<file path="src/rtl/vc_dir_flag_pkg.sv">
// rtl/vc_dir_flag_pkg.sv - shared constants and index helpers for the VC/direction flag arbiter
package vc_dir_flag_pkg;

  localparam int CONFLICT_HOLD = 0;
  localparam int CONFLICT_SET  = 1;
  localparam int CONFLICT_CLR  = 2;

  // A 1-entry dimension still needs a 1-bit field to carry its index.
  function automatic int width_min1(input int n);
    return (n <= 1) ? 1 : $clog2(n);
  endfunction

  function automatic int idx_to_vc(input int idx, input int num_dir);
    return idx / num_dir;
  endfunction

  function automatic int idx_to_dir(input int idx, input int num_dir);
    return idx % num_dir;
  endfunction

  function automatic int vc_dir_to_idx(input int vc, input int dir, input int num_dir);
    return vc * num_dir + dir;
  endfunction

endpackage

</file>
<file path="src/rtl/vc_dir_rr_pick.sv">
// rtl/vc_dir_rr_pick.sv - combinational round-robin picker: first set request at or after ptr, wrapping
module vc_dir_rr_pick #(
  parameter int N  = 48,
  parameter int PW = 6
) (
  input  logic [N-1:0]  req,
  input  logic [PW-1:0] ptr,
  output logic          found,
  output logic [PW-1:0] idx
);

  // First pass covers ptr..N-1, second pass the wrapped region 0..ptr-1.
  always_comb begin
    found = 1'b0;
    idx   = '0;
    for (int i = 0; i < N; i++) begin
      if (!found && req[i] && (PW'(i) >= ptr)) begin
        found = 1'b1;
        idx   = PW'(i);
      end
    end
    for (int i = 0; i < N; i++) begin
      if (!found && req[i]) begin
        found = 1'b1;
        idx   = PW'(i);
      end
    end
  end

endmodule

</file>
<file path="src/rtl/vc_dir_flag_arbiter.sv">
// rtl/vc_dir_flag_arbiter.sv - sticky per-(VC, direction) flags with conflict resolution and a round-robin drain port
module vc_dir_flag_arbiter
  import vc_dir_flag_pkg::*;
#(
  parameter int NUM_VC        = 4,
  parameter int NUM_DIR       = 12,
  parameter int CONFLICT_MODE = 0,
  localparam int N  = NUM_VC * NUM_DIR,
  localparam int PW = width_min1(N),
  localparam int CW = $clog2(N + 1),
  localparam int VW = width_min1(NUM_VC),
  localparam int DW = width_min1(NUM_DIR)
) (
  input  logic              clock,
  input  logic              reset,
  input  logic [N-1:0]      set_i,
  input  logic [N-1:0]      clr_i,
  output logic [N-1:0]      flags_o,
  output logic [NUM_VC-1:0] vc_pending_o,
  output logic [CW-1:0]     count_o,
  output logic              out_valid,
  input  logic              out_ready,
  output logic [VW-1:0]     out_vc,
  output logic [DW-1:0]     out_dir
);

  logic [N-1:0]  flags, flags_nxt;
  logic [PW-1:0] ptr, lock_idx, pick_idx;
  logic          lock_v, pick_found, handshake;

  assign handshake = lock_v & out_ready;

  vc_dir_rr_pick #(.N(N), .PW(PW)) u_pick (
    .req   (flags),
    .ptr   (ptr),
    .found (pick_found),
    .idx   (pick_idx)
  );

  always_comb begin
    flags_nxt = flags;
    for (int i = 0; i < N; i++) begin
      case ({set_i[i], clr_i[i]})
        2'b10:   flags_nxt[i] = 1'b1;
        2'b01:   flags_nxt[i] = 1'b0;
        2'b11: begin
          if (CONFLICT_MODE == CONFLICT_SET)      flags_nxt[i] = 1'b1;
          else if (CONFLICT_MODE == CONFLICT_CLR) flags_nxt[i] = 1'b0;
          else                                    flags_nxt[i] = flags[i];
        end
        default: flags_nxt[i] = flags[i];
      endcase
      // The offered flag is owned by the consumer until it retires; a same-cycle set re-arms it.
      if (lock_v && (lock_idx == PW'(i)))
        flags_nxt[i] = handshake ? set_i[i] : 1'b1;
    end
  end

  always_ff @(posedge clock) begin
    if (reset) begin
      flags    <= '0;
      ptr      <= '0;
      lock_v   <= 1'b0;
      lock_idx <= '0;
    end else begin
      flags <= flags_nxt;
      if (handshake) begin
        lock_v <= 1'b0;
        ptr    <= (lock_idx == PW'(N - 1)) ? '0 : lock_idx + 1'b1;
      end else if (!lock_v && pick_found) begin
        lock_v   <= 1'b1;
        lock_idx <= pick_idx;
      end
    end
  end

  assign flags_o   = flags;
  assign out_valid = lock_v;
  assign out_vc    = VW'(idx_to_vc(int'(lock_idx), NUM_DIR));
  assign out_dir   = DW'(idx_to_dir(int'(lock_idx), NUM_DIR));

  always_comb begin
    count_o = '0;
    for (int i = 0; i < N; i++)
      count_o = count_o + CW'(flags[i]);
  end

  always_comb begin
    vc_pending_o = '0;
    for (int v = 0; v < NUM_VC; v++)
      for (int d = 0; d < NUM_DIR; d++)
        vc_pending_o[v] = vc_pending_o[v] | flags[vc_dir_to_idx(v, d, NUM_DIR)];
  end

endmodule

</file>
<file path="config.mk">
export PLATFORM = sky130hd
export DESIGN_NAME = vc_dir_flag_arbiter
export DESIGN_NICKNAME = d
export VERILOG_FILES = /design/src/rtl/vc_dir_flag_pkg.sv /design/src/rtl/vc_dir_rr_pick.sv /design/src/rtl/vc_dir_flag_arbiter.sv
export SDC_FILE = /design/constraint.sdc
export NUM_CORES = 1
export LEC_CHECK = 0
export ABC_AREA = 1
export BUFFER_PORTS_ARGS = -buffer_cell sky130_fd_sc_hd__buf_4
export CORE_ASPECT_RATIO = 0.7
export CORE_MARGIN = 2
export CORE_UTILIZATION = 45
export DETAILED_ROUTE_END_ITERATION = 10
export PLACE_DENSITY = 0.78
export SLEW_MARGIN = 20
export SYNTH_ARGS = -nofsm -noshare
export SYNTH_HDL_FRONTEND = slang
export SYNTH_HIERARCHICAL = 1
export SYNTH_SLANG_ARGS = --single-unit
</file>
<file path="constraint.sdc">
create_clock -name clock -period 10.2 [get_ports clock]
set_input_delay 0.51 -clock clock [delete_from_list [all_inputs] [get_ports clock]]
set_output_delay 0.51 -clock clock [all_outputs]
set_load 0.02 [all_outputs]
</file>
Yosys cells after proc, flatten, opt, wreduce, memory -nomap -nowiden
Cells that the tools add are included.
- register bits: 61
- output and inout bits: 65
- add/sub/neg operators: 48
- div/mod/pow operators: 2
- magnitude comparators: 48
- eq/ne operators: 143
- multiplexer cells: 336
- bitwise operators: 46
- reduce and logical (&&, ||, !) cells: 339
- operators by type and width (operator ; count):
    $mux 6 ; 65
    $add 6x1->6 ; 42
    $mux 1 ; 193
    $logic_and 1x1->1 ; 192
    $reduce_bool 3->1 ; 48
    $eq 2x1->1 const B ; 48
    $eq 2x2->1 const B ; 48
    $eq 6x5->1 const B ; 16
    $eq 6x6->1 const B ; 16
    $ge 5x6->1 const A ; 16
    $ge 6x6->1 const A ; 16
    $logic_not 1->1 ; 96
    $pmux 1 s2 ; 48
    $mux 5 ; 16
    $eq 6x4->1 const B ; 8
    $ge 4x6->1 const A ; 8
    $or 1x1->1 ; 44
    $div 7x5->32 const B ; 1
    $mod 7x5->32 const B ; 1
    $mux 4 ; 8
    $eq 6x3->1 const B ; 4
    $ge 3x6->1 const A ; 4
    $eq 6x2->1 const B ; 2
    $ge 1x6->1 const A ; 2
    15 further kinds ; 20

Logic depth before layout (Yosys ltp)
- depth in word-level cells: 337
- gate-level depth with buffers: 60

By module
Netlist, hierarchy kept.
- by module, submodules not included (module ; instances ; cells each ; area an instance (um^2) ; sequential area each (um^2)):
    vc_dir_flag_arbiter ; 1 ; 660 ; 4794.6 ; 1221.2
    vc_dir_rr_pick ; 1 ; 439 ; 2487.4 ; 0.0

Worst setup path after synthesis
Ideal clock, no wire load.
- path type: register to register
- from: register ptr[4]
- to: register lock_idx[1]
- arrival: 6845 ps
- required time: 10130 ps
- setup slack: 3286 ps
- stages on the path, launching flop included: 61
- path buffers: 2
- period minus slack after synthesis: 6914 ps
- cell sequence: dfxtp_1 -> buf_6 -> clkinv_2 -> nand2_4 -> nor2_2 -> nand2_2 -> o21ai_2 -> nor2_2 -> nand4_4 -> nor2_4 -> nand4_2 -> nor2_2 -> nand4_2 -> nor2_2 -> nand4_2 -> nor2_2 -> nand4_2 -> nor2_2 -> [25 not listed] -> nor2_4 -> nand4_4 -> nor2_2 -> nand4_2 -> nor2_2 -> nand4_2 -> nor2_2 -> nand3_2 -> nor2_4 -> nand2_2 -> nor2_2 -> nand4_1 -> inv_1 -> nor2_1 -> inv_1 -> clkbuf_1 -> o21ai_0 -> a21oi_1
- word-level cells in the longest chain between the ends: 337
- RTL lines (what ; line ; text):
    start: declaration ; vc_dir_flag_arbiter.sv:28 ; logic [PW-1:0] ptr, lock_idx, pick_idx;
    start signal: assignment ; vc_dir_flag_arbiter.sv:69 ; ptr <= (lock_idx == PW'(N - 1)) ? '0 : lock_idx + 1'b1;
    $ge 1x6->1 ; vc_dir_rr_pick.sv:17 ; if (!found && req[i] && (PW'(i) >= ptr)) begin
    $logic_and 1x1->1 ; vc_dir_rr_pick.sv:17 ;
    $mux 1 ; vc_dir_rr_pick.sv:17 ;
    $logic_not 1->1 ; vc_dir_rr_pick.sv:17 ;
    $logic_and 1x1->1 (2 in a row) ; vc_dir_rr_pick.sv:17 ;
    $mux 1 ; vc_dir_rr_pick.sv:17 ;
    $logic_not 1->1 ; vc_dir_rr_pick.sv:17 ;
    $logic_and 1x1->1 (2 in a row) ; vc_dir_rr_pick.sv:17 ;
    [320 not listed] ; - ;
    $logic_and 1x1->1 ; vc_dir_rr_pick.sv:23 ; if (!found && req[i]) begin
    $mux 1 * ; vc_dir_rr_pick.sv:23 ;
    $logic_not 1->1 ; vc_dir_rr_pick.sv:23 ;
    $logic_and 1x1->1 ; vc_dir_rr_pick.sv:23 ;
    $mux 1 * ; vc_dir_rr_pick.sv:23 ;
    named net pick_found ; vc_dir_flag_arbiter.sv:29 ; logic lock_v, pick_found, handshake;
    $logic_and 1x1->1 * ; vc_dir_flag_arbiter.sv:70 ; end else if (!lock_v && pick_found) begin
    $reduce_and 2->1 (no source line) * ; - ;
    end signal: assignment ; vc_dir_flag_arbiter.sv:72 ; lock_idx <= pick_idx;
    end: declaration ; vc_dir_flag_arbiter.sv:28 ;
Mark *: on every way through the listed nets, which the timed path passes. The rest lies on a longest branch.
A chain may end at the register's enable or synchronous reset.

Worst setup path after layout
- from: register ptr[5]
- to: register lock_idx[2]
Same word-level chain as after synthesis.

==> flow_metrics.tcl <==
set metrics [dict create \
    drt-pass1-iter-count 8 \
    port_buffers 163 \
    cp_slowest_cell "dfxtp_1" \
    final-hold-violation-count 0 \
    synth_cells 1099 \
    final_max_slew_viol_count 0 \
    ir_drop_v 0.000442 \
    finalNetCount 1413 \
    syn_area_um2 7280 \
    place_ws_ns 2.15 \
    ys_warn_count 6 \
    cts_tree "built" \
    final-seq-area_um2 1220 \
    post-place-cells 1444 \
    synth_top_area_share_pct 16.8 \
    start_util_pct 46.6 \
    dp_hpwl_um 21900 \
    grt-ovfl-total 0 \
    hp-class "in2reg" \
    syn-mean-instance-area_um2 6.63 \
    grt_pass1_wl_um 42800 \
    cp_data_required_time_ns 10.48 \
    status "complete, no violations" \
    yosysTopAreaCell "dfxtp_1" \
    vias 8625 \
    power_density_nw_per_um2 225 \
    finalWorstSetupSlack_ns 1.86 \
    clockBufferDepth 2 \
    cts.sinks 61 \
    antenna_cells 0 \
    ctsHoldBuffers 0 \
    synth_edf_count 0 \
    fin_skew_ns 0.00925 \
    layout-drive-gt1-share_pct 21.0 \
    place_area_um2 8660 \
    cts-root-buf "clkbuf_16" \
    clkSlewWorstSetupHoldPaths_ns 0.06 \
    ys.flop_type "dfxtp_1" \
    drtIter0Drc 1009 \
    relSlewSlack_pct 32.0 \
    cap_violations 0 \
    synth_common_cells "inv_1, nand2_1, nor2_1" \
    setup.worst_path.start_class "register" \
    crit_fanout 14 \
    synth_top_cells_by_area "dfxtp_1, fa_1, inv_1" \
    period_minus_slack_ns 8.34 \
    crit_path_frequent_cell "nor2_2" \
    yosysSeqAreaShare_pct 16.8 \
    numCtsBuffers 9 \
    wire_per_inst_um 19.0 \
    fin_tns_setup_ns 0 \
    ios 164 \
    final_area_um2 8990 \
    fin_total_pwr_w 0.00202 \
    core_um2 15600 \
    arrival_ns 8.62 \
    grt.total_usage_pct 31.9 \
    fp.dieH_um 110 \
    rows 38 \
    antenna_found_initial 0 \
    yosysMostFrequentCell "inv_1" \
    post-route-drc-count 0 \
    synth_seq_cells 61 \
    first_global_vias 7939 \
    ys_types 55 \
    grt_max_degree 56 \
    leakage_nw 3.98 \
    place.gp.congestion 1.03 \
    clkLatencyLatePin_ns 0.35 \
    h-tree-depth 3 \
    vias_per_cell 5.91 \
    cts_resized 0 \
    fin_cells 1460 \
    synthesis.nets 1257 \
    async_flop_share_pct 0 \
    ant_nets 0 \
    die_x_um 156 \
    fmax_mhz 120 \
    end_kind "register" \
    totalWireLength_um 27800 \
    tightest_slew_ns 0.994 \
    multi_input_area_um2 5090 \
    dieArea_um2 17200 \
    critPathKind "reg2reg" \
    setup_viol 0 \
    rsz0062_at_grt "false" \
    post-route-period-util_pct 81.8 \
    areaGrowthSynthToFinish_pct 23.5 \
    n_fill_cell 1468 \
    slowest_delay_ns 0.61 \
    post_cts_buffers 0 \
]
[worst paths after layout]
kind / slack (ns) / end / cells past startpoint / startpoint
worst max register to register: 1.86 / lock_idx[2] / 58 / ptr[5]
worst min register to register: 0.50 / ptr[0] / 2 / ptr[0]
worst min-delay path: 0.44 / flags_o[1] / 3 / set_i[1]
worst max-delay path: 1.86 / lock_idx[2] / 58 / ptr[5]
[sequential cells by signal, indices dropped and copies added (netlist names)]
signal and cells:
flags_o 48, lock_idx 6, out_valid 1, ptr 6
[critical path: cells and delay by family, from the launching register on]
| kind | cells | cell delay (ns) |
|---|---|---|
| buffers and inverters | 3 | 0.49 |
| flip-flops | 1 | 0.61 |
| AO/OA/AOI/OAI | 3 | 0.34 |
| AND/OR/NAND/NOR | 52 | 6.82 |
[logic make-up (layout without fill, tap and decap cells)]
group / count (synthesis) / in the layout / synth area share [%]
xor+xnor: 6 / 6 / 0.722
fa+ha+maj: 68 / 68 / 15.4
compound gates: 197 / 197 / 16.2
flops: 61 / 61 / 16.8
buf+inv: 242 / 403 / 13.5
simple gates: 524 / 524 / 37.3
mux: 1 / 1 / 0.155
[metal layers]
metal	wire, um	GRT usage (%)	vias to the layer above	share of wire [%]
li1	-	-	3990	-
met1	11500	45.5	4004	42
met2	11400	46.0	565	41
met4	808	8.81	0	2.9
met5	0	0	-	0
met3	4050	10.1	66	15
[per-stage QoR]
step / hold slack [ns] / utilization (%)
2_1_floorplan: 0.458 / -
3_3_place_gp: 0.488 / 55.4
3_5_place_dp: 0.491 / 55.4
4_1_cts: 0.438 / 57.5
5_1_grt: 0.462 / 57.5
6_report: 0.435 / 57.5
[area by class of cell]
type | instances | share of cell area (%)
multi-input cells | 796 | 56.6
repair buffers | 170 | 14.2
flip-flops and latches | 61 | 13.6
inverters | 217 | 9.25
well taps | 200 | 2.78
clock buffers | 10 | 2.55
clock inverters | 6 | 1.06
[report_power, final]
part | switching, W | internal (W)
Clock | 0.000133 | 0.000216
Combinational | 0.000811 | 0.000556
Sequential | 0.0000474 | 0.000257
Total | 0.000991 | 0.00103
[cell usage in the layout, fill, tap and decap left out, drive strengths merged, types with 5 or more instances in the layout]
cell type,count
buf,170
a31oi,5
ha,20
fa,39
a21oi,65
o21ai,75
inv,214
nor3,98
nand3,43
nand2,154
clkbuf,10
dfxtp,61
o2111ai,9
nor2,156
o211ai,6
a211oi,25
nor4,21
clkinv,6
maj3,9
nand4,43
No activity file was read; power rests on OpenSTA's default activity.
